===== src/rtl/cache_fill_if.sv =====
// Miss/memory/cache-array signal bundle for the cache fill controller.
// CACHE_CRITICAL_WORD_FIRST_EN adds the critical_word_ready signal.
interface cache_fill_if #(
  parameter int unsigned ADDR_W = 16,
  parameter int unsigned DATA_W = 16
);

  logic              miss_detected;
  logic [ADDR_W-1:0] miss_address;
  logic [DATA_W-1:0] memory_data;
  logic              memory_data_valid;

  logic              fsm_busy;
  logic              memory_read_req;
  logic [ADDR_W-1:0] memory_address;
  logic              write_data_array;
  logic              write_tag_array;
  logic [ADDR_W-1:0] cache_address;
  logic [DATA_W-1:0] cache_write_data;
`ifdef CACHE_CRITICAL_WORD_FIRST_EN
  logic              critical_word_ready;
`endif

  // Controller side
  modport master (
`ifdef CACHE_CRITICAL_WORD_FIRST_EN
    output critical_word_ready,
`endif
    input  miss_detected,
    input  miss_address,
    input  memory_data,
    input  memory_data_valid,
    output fsm_busy,
    output memory_read_req,
    output memory_address,
    output write_data_array,
    output write_tag_array,
    output cache_address,
    output cache_write_data
  );

  // Cache / memory side
  modport slave (
`ifdef CACHE_CRITICAL_WORD_FIRST_EN
    input  critical_word_ready,
`endif
    output miss_detected,
    output miss_address,
    output memory_data,
    output memory_data_valid,
    input  fsm_busy,
    input  memory_read_req,
    input  memory_address,
    input  write_data_array,
    input  write_tag_array,
    input  cache_address,
    input  cache_write_data
  );

endinterface


===== src/rtl/cache_fill_fsm.sv =====
// Cache miss fill controller: fetches a whole block from pipelined memory, writes data then tag.
// Optional macro CACHE_CRITICAL_WORD_FIRST_EN: fill starts at the missed word and wraps.
module cache_fill_fsm #(
  parameter int unsigned ADDR_W      = 16,
  parameter int unsigned DATA_W      = 16,
  parameter int unsigned BLOCK_WORDS = 8
) (
  input  logic          clk,
  input  logic          rst,
  cache_fill_if.master  bus
);

  localparam int unsigned OFF_W  = $clog2(BLOCK_WORDS);
  localparam int unsigned CNT_W  = OFF_W + 1;
  localparam int unsigned BASE_W = ADDR_W - OFF_W;

  typedef enum logic [1:0] {
    IDLE = 2'd0,
    FILL = 2'd1,
    TAG  = 2'd2
  } state_t;

  state_t            state;
  logic [BASE_W-1:0] base;
  logic [CNT_W-1:0]  req_cnt;
  logic [CNT_W-1:0]  rcv_cnt;
`ifdef CACHE_CRITICAL_WORD_FIRST_EN
  logic [OFF_W-1:0]  crit;
`endif

  logic              req_fire;
  logic              rcv_fire;
  logic              rcv_last;
  logic [OFF_W-1:0]  req_off;
  logic [OFF_W-1:0]  rcv_off;

  // Request/return qualification and word offsets within the block
  always_comb begin
    req_fire = (state == FILL) && (req_cnt < CNT_W'(BLOCK_WORDS));
    rcv_fire = (state == FILL) && bus.memory_data_valid && (rcv_cnt < CNT_W'(BLOCK_WORDS));
    rcv_last = rcv_fire && (rcv_cnt == CNT_W'(BLOCK_WORDS - 1));
`ifdef CACHE_CRITICAL_WORD_FIRST_EN
    req_off  = OFF_W'(crit + req_cnt[OFF_W-1:0]);
    rcv_off  = OFF_W'(crit + rcv_cnt[OFF_W-1:0]);
`else
    req_off  = req_cnt[OFF_W-1:0];
    rcv_off  = rcv_cnt[OFF_W-1:0];
`endif
  end

  // State, block base and request/return counters
  always_ff @(posedge clk or posedge rst) begin
    if (rst) begin
      state   <= IDLE;
      base    <= '0;
      req_cnt <= '0;
      rcv_cnt <= '0;
`ifdef CACHE_CRITICAL_WORD_FIRST_EN
      crit    <= '0;
`endif
    end else begin
      case (state)
        IDLE: begin
          if (bus.miss_detected) begin
            base    <= bus.miss_address[ADDR_W-1:OFF_W];
`ifdef CACHE_CRITICAL_WORD_FIRST_EN
            crit    <= bus.miss_address[OFF_W-1:0];
`endif
            req_cnt <= '0;
            rcv_cnt <= '0;
            state   <= FILL;
          end
        end
        FILL: begin
          if (req_fire) begin
            req_cnt <= req_cnt + CNT_W'(1);
          end
          if (rcv_fire) begin
            rcv_cnt <= rcv_cnt + CNT_W'(1);
          end
          if (rcv_last) begin
            state <= TAG;
          end
        end
        TAG: begin
          state <= IDLE;
        end
        default: begin
          state <= IDLE;
        end
      endcase
    end
  end

  // Write strobes and data path follow the memory return in the same cycle
  always_comb begin
    bus.fsm_busy         = 1'b0;
    bus.memory_read_req  = 1'b0;
    bus.memory_address   = '0;
    bus.write_data_array = 1'b0;
    bus.write_tag_array  = 1'b0;
    bus.cache_address    = '0;
    bus.cache_write_data = bus.memory_data;
`ifdef CACHE_CRITICAL_WORD_FIRST_EN
    bus.critical_word_ready = 1'b0;
`endif
    case (state)
      FILL: begin
        bus.fsm_busy         = 1'b1;
        bus.memory_read_req  = req_fire;
        bus.memory_address   = {base, req_off};
        bus.write_data_array = rcv_fire;
        bus.cache_address    = {base, rcv_off};
`ifdef CACHE_CRITICAL_WORD_FIRST_EN
        bus.critical_word_ready = rcv_fire && (rcv_cnt == '0);
`endif
      end
      TAG: begin
        bus.fsm_busy        = 1'b1;
        bus.write_tag_array = 1'b1;
        bus.cache_address   = {base, OFF_W'(0)};
      end
      default: begin
      end
    endcase
  end

endmodule


===== src/flat_wrapper.sv =====
// flat-port wrapper written by rule: the top's interface ports become plain ports
module cache_fill_fsm_flat 
#(
  parameter int unsigned ADDR_W      = 16,
  parameter int unsigned DATA_W      = 16,
  parameter int unsigned BLOCK_WORDS = 8
)
  (clk, rst, bus_miss_detected, bus_miss_address, bus_memory_data, bus_memory_data_valid, bus_fsm_busy, bus_memory_read_req, bus_memory_address, bus_write_data_array, bus_write_tag_array, bus_cache_address, bus_cache_write_data);
  cache_fill_if #(.ADDR_W(ADDR_W), .DATA_W(DATA_W)) bus_i ();
  input  logic clk;
  input  logic rst;
  input wire logic [$bits(bus_i.miss_detected)-1:0] bus_miss_detected;
  input wire logic [$bits(bus_i.miss_address)-1:0] bus_miss_address;
  input wire logic [$bits(bus_i.memory_data)-1:0] bus_memory_data;
  input wire logic [$bits(bus_i.memory_data_valid)-1:0] bus_memory_data_valid;
  output wire logic [$bits(bus_i.fsm_busy)-1:0] bus_fsm_busy;
  output wire logic [$bits(bus_i.memory_read_req)-1:0] bus_memory_read_req;
  output wire logic [$bits(bus_i.memory_address)-1:0] bus_memory_address;
  output wire logic [$bits(bus_i.write_data_array)-1:0] bus_write_data_array;
  output wire logic [$bits(bus_i.write_tag_array)-1:0] bus_write_tag_array;
  output wire logic [$bits(bus_i.cache_address)-1:0] bus_cache_address;
  output wire logic [$bits(bus_i.cache_write_data)-1:0] bus_cache_write_data;
  assign bus_i.miss_detected = bus_miss_detected;
  assign bus_i.miss_address = bus_miss_address;
  assign bus_i.memory_data = bus_memory_data;
  assign bus_i.memory_data_valid = bus_memory_data_valid;
  assign bus_fsm_busy = bus_i.fsm_busy;
  assign bus_memory_read_req = bus_i.memory_read_req;
  assign bus_memory_address = bus_i.memory_address;
  assign bus_write_data_array = bus_i.write_data_array;
  assign bus_write_tag_array = bus_i.write_tag_array;
  assign bus_cache_address = bus_i.cache_address;
  assign bus_cache_write_data = bus_i.cache_write_data;
  cache_fill_fsm #(.ADDR_W(ADDR_W), .DATA_W(DATA_W), .BLOCK_WORDS(BLOCK_WORDS)) u_core (.clk(clk), .rst(rst), .bus(bus_i));
endmodule

===== config.mk =====
export PLATFORM = sky130hd
export DESIGN_NAME = cache_fill_fsm_flat
export DESIGN_NICKNAME = d
export VERILOG_FILES = /design/src/rtl/cache_fill_if.sv /design/src/rtl/cache_fill_fsm.sv /design/src/flat_wrapper.sv
export SDC_FILE = /design/constraint.sdc
export NUM_CORES = 1
export LEC_CHECK = 0
export CORE_MARGIN = 4
export CORE_UTILIZATION = 34
export DETAILED_ROUTE_END_ITERATION = 10
export GPL_ROUTABILITY_DRIVEN = 0
export PLACE_DENSITY_LB_ADDON = 0.15
export SLEW_MARGIN = 10
export SYNTH_ARGS = -nofsm -noshare
export SYNTH_HDL_FRONTEND = slang
export SYNTH_SLANG_ARGS = --single-unit
export TNS_END_PERCENT = 50

===== constraint.sdc =====
create_clock -name clk -period 1.6 [get_ports clk]
set_input_delay 0.32 -clock clk [delete_from_list [all_inputs] [get_ports clk]]
set_output_delay 0.32 -clock clk [all_outputs]
set_load 0.005 [all_outputs]

## Word level (Yosys, flattened, before mapping)

Cells that the tools add are included.

| storage, ports and cells | value |
|---|---|
| output and inout bits | 52 |
| word-level logic and storage cells | 40 |
| flip-flop bits (word level) | 23 |
| bits of input ports | 36 |

| operators by class | value |
|---|---|
| $lt $le $gt $ge | 2 |
| equality and inequality tests | 7 |
| mux-type cells | 14 |
| reduce and logical (&&, ||, !) cells | 11 |
| add/sub/neg operators | 2 |

Operators by type and width:

| operator | number |
|---|---|
| $pmux W16 S2 | 1 |
| $mux W16 | 1 |
| $pmux W4 S2 | 2 |
| $mux W4 | 3 |
| $add A4 B1 Y4 const B | 2 |
| $lt A4 B4 Y1 const B | 2 |
| $ne A2 B1 Y1 const B | 3 |
| $reduce_and A3 Y1 | 2 |
| $eq A4 B3 Y1 const B | 1 |
| $logic_and A1 B1 Y1 | 4 |
| $mux W1 | 4 |
| $mux W2 | 2 |
| $pmux W2 S2 | 1 |
| $reduce_and A2 Y1 | 2 |
| $eq A2 B1 Y1 const B | 1 |
| $eq A2 B2 Y1 const B | 1 |
| $logic_not A2 Y1 | 1 |
| $ne A2 B2 Y1 const B | 1 |
| $reduce_bool A2 Y1 | 1 |
| $reduce_or A2 Y1 | 1 |

## Depth between registers and ports, before layout

| depth | value |
|---|---|
| depth after elaboration | 6 |
| mapped depth | 7 |
| depth with buffers taken out | 5 |

## Worst setup path after synthesis

Ideal clock, no wire load.

| path | value |
|---|---|
| kind | flip-flop to output port |
| from | reg u_core.state[1] |
| to | out bus_memory_address[10] |
| stages on the path, launching flop included | 7 |
| required time | 1.280 ns |
| setup slack | -0.033 ns |
| path buffers | 3 |
| arrival time | 1.313 ns |
| path through | dfrtp_1 > inv_1 > ha_1 > buf_2 > buf_2 > clkbuf_1 > and2_1 |

| on the way | value |
|---|---|
| longest elaborated chain between the ends | 2 |

Ends and longest elaborated chain:

| item | RTL line | RTL |
|---|---|---|
| start, declared | cache_fill_fsm.sv:23 | `state_t state;` |
| start signal, assigned | cache_fill_fsm.sv:54 | `state <= IDLE;` |
| start signal, assigned | cache_fill_fsm.sv:71 | `state <= FILL;` |
| start signal, assigned | cache_fill_fsm.sv:82 | `state <= TAG;` |
| $eq A2 B1 Y1 | cache_fill_fsm.sv:107 | `case (state)` |
| $mux W16 | cache_fill_fsm.sv:107 |  |
| end, declared | flat_wrapper.sv:18 | `output wire logic [$bits(bus_i.memory_address)-1:0] bus_memory_address;` |

No other way between the ends.

## Worst setup path in the final report

| path | value |
|---|---|
| from | reg u_core.state[1] |
| to | out bus_cache_address[8] |

| on the way | value |
|---|---|
| longest elaborated chain between the ends | 2 |
| elaborated cells between the ends (all ways) | 3 |
| those cells by class | eq/ne (2); mux (1) |

Ends and longest elaborated chain:

| item | RTL line | RTL |
|---|---|---|
| $eq A2 B2 Y1 or $eq A2 B1 Y1 (tied branches) | cache_fill_fsm.sv:107 |  |
| $pmux W16 S2 * | cache_fill_fsm.sv:107 |  |
| end, declared | flat_wrapper.sv:21 | `output wire logic [$bits(bus_i.cache_address)-1:0] bus_cache_address;` |

Mark *: on every way between the ends. The rest lies on a longest branch, timed or not.

==> results.cfg <==
[run_status]
status = finished with violations
violations = negative setup slack

[power]
internal-power_uw = 3210
p_seq_share_pct = 22.8
p_comb_share_pct = 69.5
ir_drop_mv = 1.01
p_total_uw = 4790
p_per_area_mw_per_mm2 = 1930
p_sw_uw = 1580
cellLeakagePower_uw = 0.00117
switching_share_pct = 33.0
power_frac_clock_pct = 7.7

[global_route]
grt_first_pass_wirelength_um = 6740
grt_use_total_pct = 16.0
grt_pass1_vias = 1399
grt_overflow = 0
antenna_found_initial = 0
grt_max_degree = 24

[sta]
layout_min_cycle_time_ns = 2.02
worst_hold_slack_ns = 0.394
rsz0062_at_grt = true
max-slew-margin-rel_pct = 79.4
max_clock_freq_ghz = 0.494
setup_viol = 35
setup_slack_ns = -0.424
finClkSkew_ns = 0.00326
hold_violations = 0
fin_crit_sh_pct = 126
drv_slew = 0
worst_pin_slew_ns = 0.310

[critical_path]
critPathKind = flop to output pin
cp-end-kind = output pin
cp.arrival_ns = 1.70
cp_slowest_cell = dfrtp_1
slowest_delay_ns = 0.41
critPathMaxFanout = 4
path_cells = inv_2 -> buf_6 -> ha_4 -> o21a_1 -> buf_6 -> buf_6 -> and2_4 -> buf_6
timing.critical_path.mode_cell = buf_6
critPathLaunchType = flop
crit_required_ns = 1.28

[floorplanning]
ioPinCount = 88
fp.dieW_um = 73.7
die_area_sq_mm = 0.00543
die_y_um = 73.7
rows = 23
initial_core_util_pct = 35.9
core_area_sq_mm = 0.00409

[route]
route.vias.total = 1322
routed_wl_um = 4290
drtPass1Iterations = 4
route.detailed.drc = 0
route.detailed.wl_per_inst_um = 16.1
vias_per_cell = 4.95
first_iter_violations = 39
ant_nets = 0

[final_layout]
nets = 260
layout_common_cells = 37 x buf_6, 25 x and2_4, 23 x dfrtp_1
layoutNonFillerInstCount = 267
fin_util_pct = 60.7
layout-drive-gt1-share_pct = 59.0
nFillCells = 331
antenna_cells = 0
area_growth_pct = 69.1
layout.cells.most_common = buf_6
seq_area_sq_um = 576
multi_input_area_sq_um = 870

[cts]
cts_made_buffers = 3
cts_tree = yes
clk_pin_slew_ns = 0.08
hold_buffers = 0
clk_latency_ns = 0.26
clk_path_buf_depth = 2
cts_root_buffer = clkbuf_8
ctsHtreeMaxLevel = 1
clock_sink_count = 23

[placement]
post-dp-hpwl_um = 2830
place_ws_ns = -0.386
place_inst = 246
io_buffers = 52

[yosys]
syn_nets = 189
netlist_instances = 147
avgSynthCellArea_sq_um = 9.98
netlist_area_sq_mm = 0.00147
ys_seq_elements = 23
synth-seq-area-share_pct = 39.2
ys_warn_count = 0
ys_types = 30

[flow_run]
drv_cap = 0

[hold_path]
hold_class = input port to async pin
Yosys cell counts:
library cell | count | area (sq um)
mux2i_1 | 1 | 10.0
a21oi_1 | 2 | 10.0
nand2_1 | 7 | 26.3
or2_2 | 1 | 6.26
a221o_1 | 1 | 10.0
ha_1 | 6 | 75.1
and2_1 | 30 | 188
nor2b_1 | 3 | 18.8
o22a_1 | 1 | 8.76
buf_4 | 16 | 120
o221ai_1 | 1 | 8.76
inv_1 | 4 | 15.0
nand4b_1 | 1 | 8.76
clkbuf_1 | 3 | 11.3
o21a_1 | 2 | 15.0
o21ai_0 | 3 | 15.0
nand3_1 | 3 | 15.0
a22o_1 | 2 | 17.5
and3_1 | 4 | 25.0
nor4b_1 | 1 | 8.76
buf_6 | 1 | 11.3
buf_2 | 3 | 15.0
nand3b_1 | 1 | 7.51
dfrtp_1 | 23 | 576
or4b_1 | 1 | 10.0
mux2_2 | 14 | 158
o311ai_1 | 1 | 8.76
nand4_1 | 1 | 6.26
a31oi_1 | 4 | 25.0
nand2b_1 | 6 | 37.5
metal layers:
metal | vias to the layer above | GRT usage [%] | share of wire, %
li1 | 619 | - | -
met1 | 636 | 19.9 | 39
met2 | 57 | 26.6 | 51
met3 | 10 | 4.65 | 8.4
met4 | 0 | 5.03 | 1.7
met5 | - | 0 | 0
worst max-delay path: cells and delay by family (launching register included):
family | cells | cell delay [ns]
AO/OA/AOI/OAI | 1 | 0.13
adder cells (fa/ha/maj) | 1 | 0.19
buffers and inverters | 5 | 0.56
flip-flops | 1 | 0.41
AND/OR/NAND/NOR | 1 | 0.15
sequential cells by signal, indices dropped and copies added, names as in the netlist:
register	flops
u_core.base	13
u_core.rcv_cnt	4
u_core.req_cnt	4
u_core.state	2
final cells by class:
cell class,instances,area share (%)
tap,50,2.52
timing repair buffer,89,36.8
multi-input combinational,97,35.0
clock buffer,4,1.81
inverter,4,0.605
sequential,23,23.2
what timing repair did:
action                     in CTS  in global routing
resized for setup             176                 48
setup buffers                   7                  7
cloned                          2                  2
setup endpoints to repair      48                 55
pin swaps                       8                  0
worst paths after layout:
kind / start / to / slack [ns] / cells past startpoint
setup / recovery: u_core.state[1] / bus_cache_address[8] / -0.42 / 8
hold / removal: rst / u_core.req_cnt[0] / 0.39 / 3
setup reg to reg: u_core.state[1] / u_core.req_cnt[1] / 0.07 / 7
hold reg to reg: u_core.base[2] / u_core.base[2] / 0.54 / 1
max in group asynchronous: rst / u_core.state[1] / 0.97 / 3
min in group clk: u_core.base[2] / u_core.base[2] / 0.54 / 1
power groups by stage:
stage / Combinational, uW / Sequential [uW] / Clock [uW]
floorplan: 1120 / 984 / 0
global placement: 2250 / 1040 / 0
detailed placement: 2290 / 1060 / 0
CTS: 2760 / 1070 / 376
global route: 3590 / 1140 / 398
finish: 3330 / 1090 / 366
metrics by stage:
step / TNS [ns] / instance area (sq um)
floorplan: 0 / 1470
global placement: -10.89 / 2060
detailed placement: -12.96 / 2060
CTS: -7.12 / 2280
global route: -10.50 / 2480
finish: -8.25 / 2480
logic make-up (layout without fill, tap and decap cells):
group / count (synthesis) / after routing / share of synthesized area, %
adders and majority gates: 6 / 6 / 5.11
AOI/OAI and AO/OA: 17 / 17 / 8.10
muxes: 15 / 15 / 11.4
buffers and inverters: 27 / 97 / 11.8
DFF: 23 / 23 / 39.2
and+or+nand+nor: 59 / 59 / 24.4
Note: power is estimated with default switching activity, not from simulation.
==> RTL change, RTL diff (same flow settings) <==
`BLOCK_WORDS` is set to 8 in 2 places; all go to 32.
--- a/src/rtl/cache_fill_fsm.sv
+++ b/src/rtl/cache_fill_fsm.sv
@@ -4,5 +4,5 @@
   parameter int unsigned ADDR_W      = 16,
   parameter int unsigned DATA_W      = 16,
-  parameter int unsigned BLOCK_WORDS = 8
+  parameter int unsigned BLOCK_WORDS = 32
 ) (
   input  logic          clk,
--- a/src/flat_wrapper.sv
+++ b/src/flat_wrapper.sv
@@ -4,5 +4,5 @@
   parameter int unsigned ADDR_W      = 16,
   parameter int unsigned DATA_W      = 16,
-  parameter int unsigned BLOCK_WORDS = 8
+  parameter int unsigned BLOCK_WORDS = 32
 )
   (clk, rst, bus_miss_detected, bus_miss_address, bus_memory_data, bus_memory_data_valid, bus_fsm_busy, bus_memory_read_req, bus_memory_address, bus_write_data_array, bus_write_tag_array, bus_cache_address, bus_cache_write_data);
Check against the original RTL: not equivalent (a bounded check fails within 4 cycles, from zero or initial values and one cycle with rst high).
==> RTL change against the unedited design <==
The run still ends with setup timing left; global-route usage is essentially flat; non-clock buffer count grew 6; final cell count grew 12%; final area grew 6.8%; setup slack gained 120 ps; sequential cell count grew 2; routed wire length grew 8.6%; critical path depth shrank 2; power shrank 5.9%; clock power grew 1%; area after synthesis grew 8.6%; die area grew 7.7%; sequential share of layout area grew 0.41 points; critical endpoint is now bus_cache_address[13]; largest power group unchanged; highest routed layer unchanged.
==> RTL change: results (changes against the unedited design) <==
Synthesis
  – Post-Syn Nets: 213 (+13%)
  – Area share of the largest cell type after synthesis: 0.392 (about the same)
  – Synth area leaders: dfrtp_1 39%, and2_1 10%, mux2_2 7.8%, buf_4 7.5%, ha_1 4.7%
  – Yosys cell types: 35 (+17%)
  – Seq/Total Area, Yosys: 0.392 (about the same)
  – Synth top cells by count: 26 x and2_1, 25 x dfrtp_1, 16 x buf_4, 12 x nor2_1, 11 x mux2_2

Worst setup path
  – Max incr delay on CP: 420 ps
  – Slowest CP cell: dfrtp_1
  – CP max FO: 6 (+2)
  – Arr. time, crit path: 1580 ps (-120 ps)

Global routing
  – Number of global-route vias before repair: 1675 (+20%)
  – Met3 usage: 0.0319 (-0.0146)
  – First-pass GRT wire length: 7780 um (+15%)
  – Total global-route track usage: 0.160 (+0.000404)
  – Largest net degree at the start of global routing: 26 (+8.3%)
  – Met2 GRT Util: 0.288 (+0.0225)
  – Routing usage on met1: 0.188 (-0.0111)

Status
  – Failing checks: setup timing
  – Run status: complete, but fails checks

Clock tree
  – CTS clk-pin slew, worst paths: around 90 ps
  – Root Buffer: clkbuf_8

Layout
  – Fillers: 371 (+12%)
  – Share of cells above drive strength 1: 0.540 (-0.0495)
  – Layout Nets: 291 (+12%)
  – Ant. Diodes: 0 (unchanged)
  – Top Registers: u_core.base: 11 flops, u_core.rcv_cnt: 6 flops, u_core.req_cnt: 6 flops

STA
  – # setup viols final: 42 (+20%)
  – Clock skew: 2.23 ps (-1.03 ps)
  – Crit path setup slack, layout: -302 ps (+122 ps)
  – Worst Tran Pin Value: 348 ps (+38.6 ps)

Placed design
  – DP Wirelength: 3090 um (+9.3%)
  – I/O Buffers: 50 (-3.8%)

Run
  – MaxCap Viol Count: 0 (unchanged)

Drt
  – DR iter-0 viols: 65 (+67%)
  – Post-DR wirelength/cell: 15.5 um (-3.3%)
  – Via/cell ratio: 5.06 (+2.3%)

Pwr
  – VDD IR-drop max: 1.08 mV (+6.4%)
  – Static Leak: 0.00123 uW (+5.5%)
  – Switching pwr: 1580 uW (about the same)
RTL change: changes by cell type after synthesis, moves of 3 or more:
cell,delta
o31ai_1,+3
nor3_1,+3
nand3_1,+3
clkbuf_1,+3
nor2_1,+12
a21oi_1,+3
a31oi_1,-4
nand2b_1,-5
and2_1,-4
mux2_2,-3
RTL change: what timing repair did:
action / CTS / global route
buffers inserted: 14 / 5
setup endpoints to repair: 42 / 58
pin swaps: 18 / 9
gates cloned: 1 / 0
gates resized for setup: 169 / 48
RTL change: worst paths after layout:
kind	start	cells past startpoint	slack, ps	endpoint
worst max-delay path	u_core.state[0]	6	-300	bus_cache_address[13]
max in group asynchronous	rst	3	930	u_core.req_cnt[5]
worst min register to register	u_core.base[9]	1	540	u_core.base[9]
worst max register to register	u_core.state[1]	8	-240	u_core.rcv_cnt[4]
worst min-delay path	rst	3	410	u_core.base[7]
min in group clk	u_core.base[9]	1	540	u_core.base[9]
RTL change: worst max-delay path, delay by kind of cell (launching register included):
| kind | cells | cell delay (ps) |
|---|---|---|
| adders and majority gates | 1 | 180 |
| buffers and inverters | 3 | 350 |
| and+or+nand+nor | 1 | 140 |
| AOI/OAI and AO/OA | 1 | 230 |
| DFF | 1 | 420 |
RTL change: stage by stage:
stage	utilization	instance area [sq um]	worst slack, ps	TNS [ps]	instances
floorplan	-	1640	19.7	0	171
global placement	0.507	2250	-370	-11410	276
detailed placement	0.507	2250	-395	-12000	276
CTS	0.560	2490	-308	-9010	295
global route	0.597	2650	-369	-11440	300
finish	0.597	2650	-302	-8470	300
RTL change: area by class of cell:
class,instances,area (sq um),share of cell area
multi-input combinational,117,978,0.369
timing repair buffer,95,906,0.342
sequential,25,626,0.236
tap,52,65.1,0.0245
clock buffer,4,45.0,0.0170
inverter,7,31.3,0.0118
RTL change: cell families (layout without fill, tap and decap cells):
family / count (synthesis) / after routing / synth area share
adders and majority gates: 6 / 6 / 0.0471
AOI/OAI and AO/OA: 23 / 24 / 0.100
muxes: 13 / 13 / 0.0926
xor gates and xnor gates: 2 / 2 / 0.0110
buffers and inverters: 30 / 106 / 0.109
and+or+nand+nor: 72 / 72 / 0.247
DFF: 25 / 25 / 0.392
RTL change: power by group through the flow:
stage / Combinational (uW) / Sequential [uW] / Clock, uW
after global routing: 3280 / 1140 / 418
after floorplan: 1120 / 1030 / 0
final: 3040 / 1100 / 371
after global placement: 2170 / 1060 / 0
after CTS: 2680 / 1080 / 390
after detailed placement: 2210 / 1070 / 0
RTL change: per-layer routing:
metal / vias to the layer above / routed length [um] / share of wire
met5: - / 0 / 0
met4: 0 / 111 / 0.024
met3: 21 / 300 / 0.064
met2: 53 / 2400 / 0.51
met1: 727 / 1850 / 0.40
li1: 718 / - / -
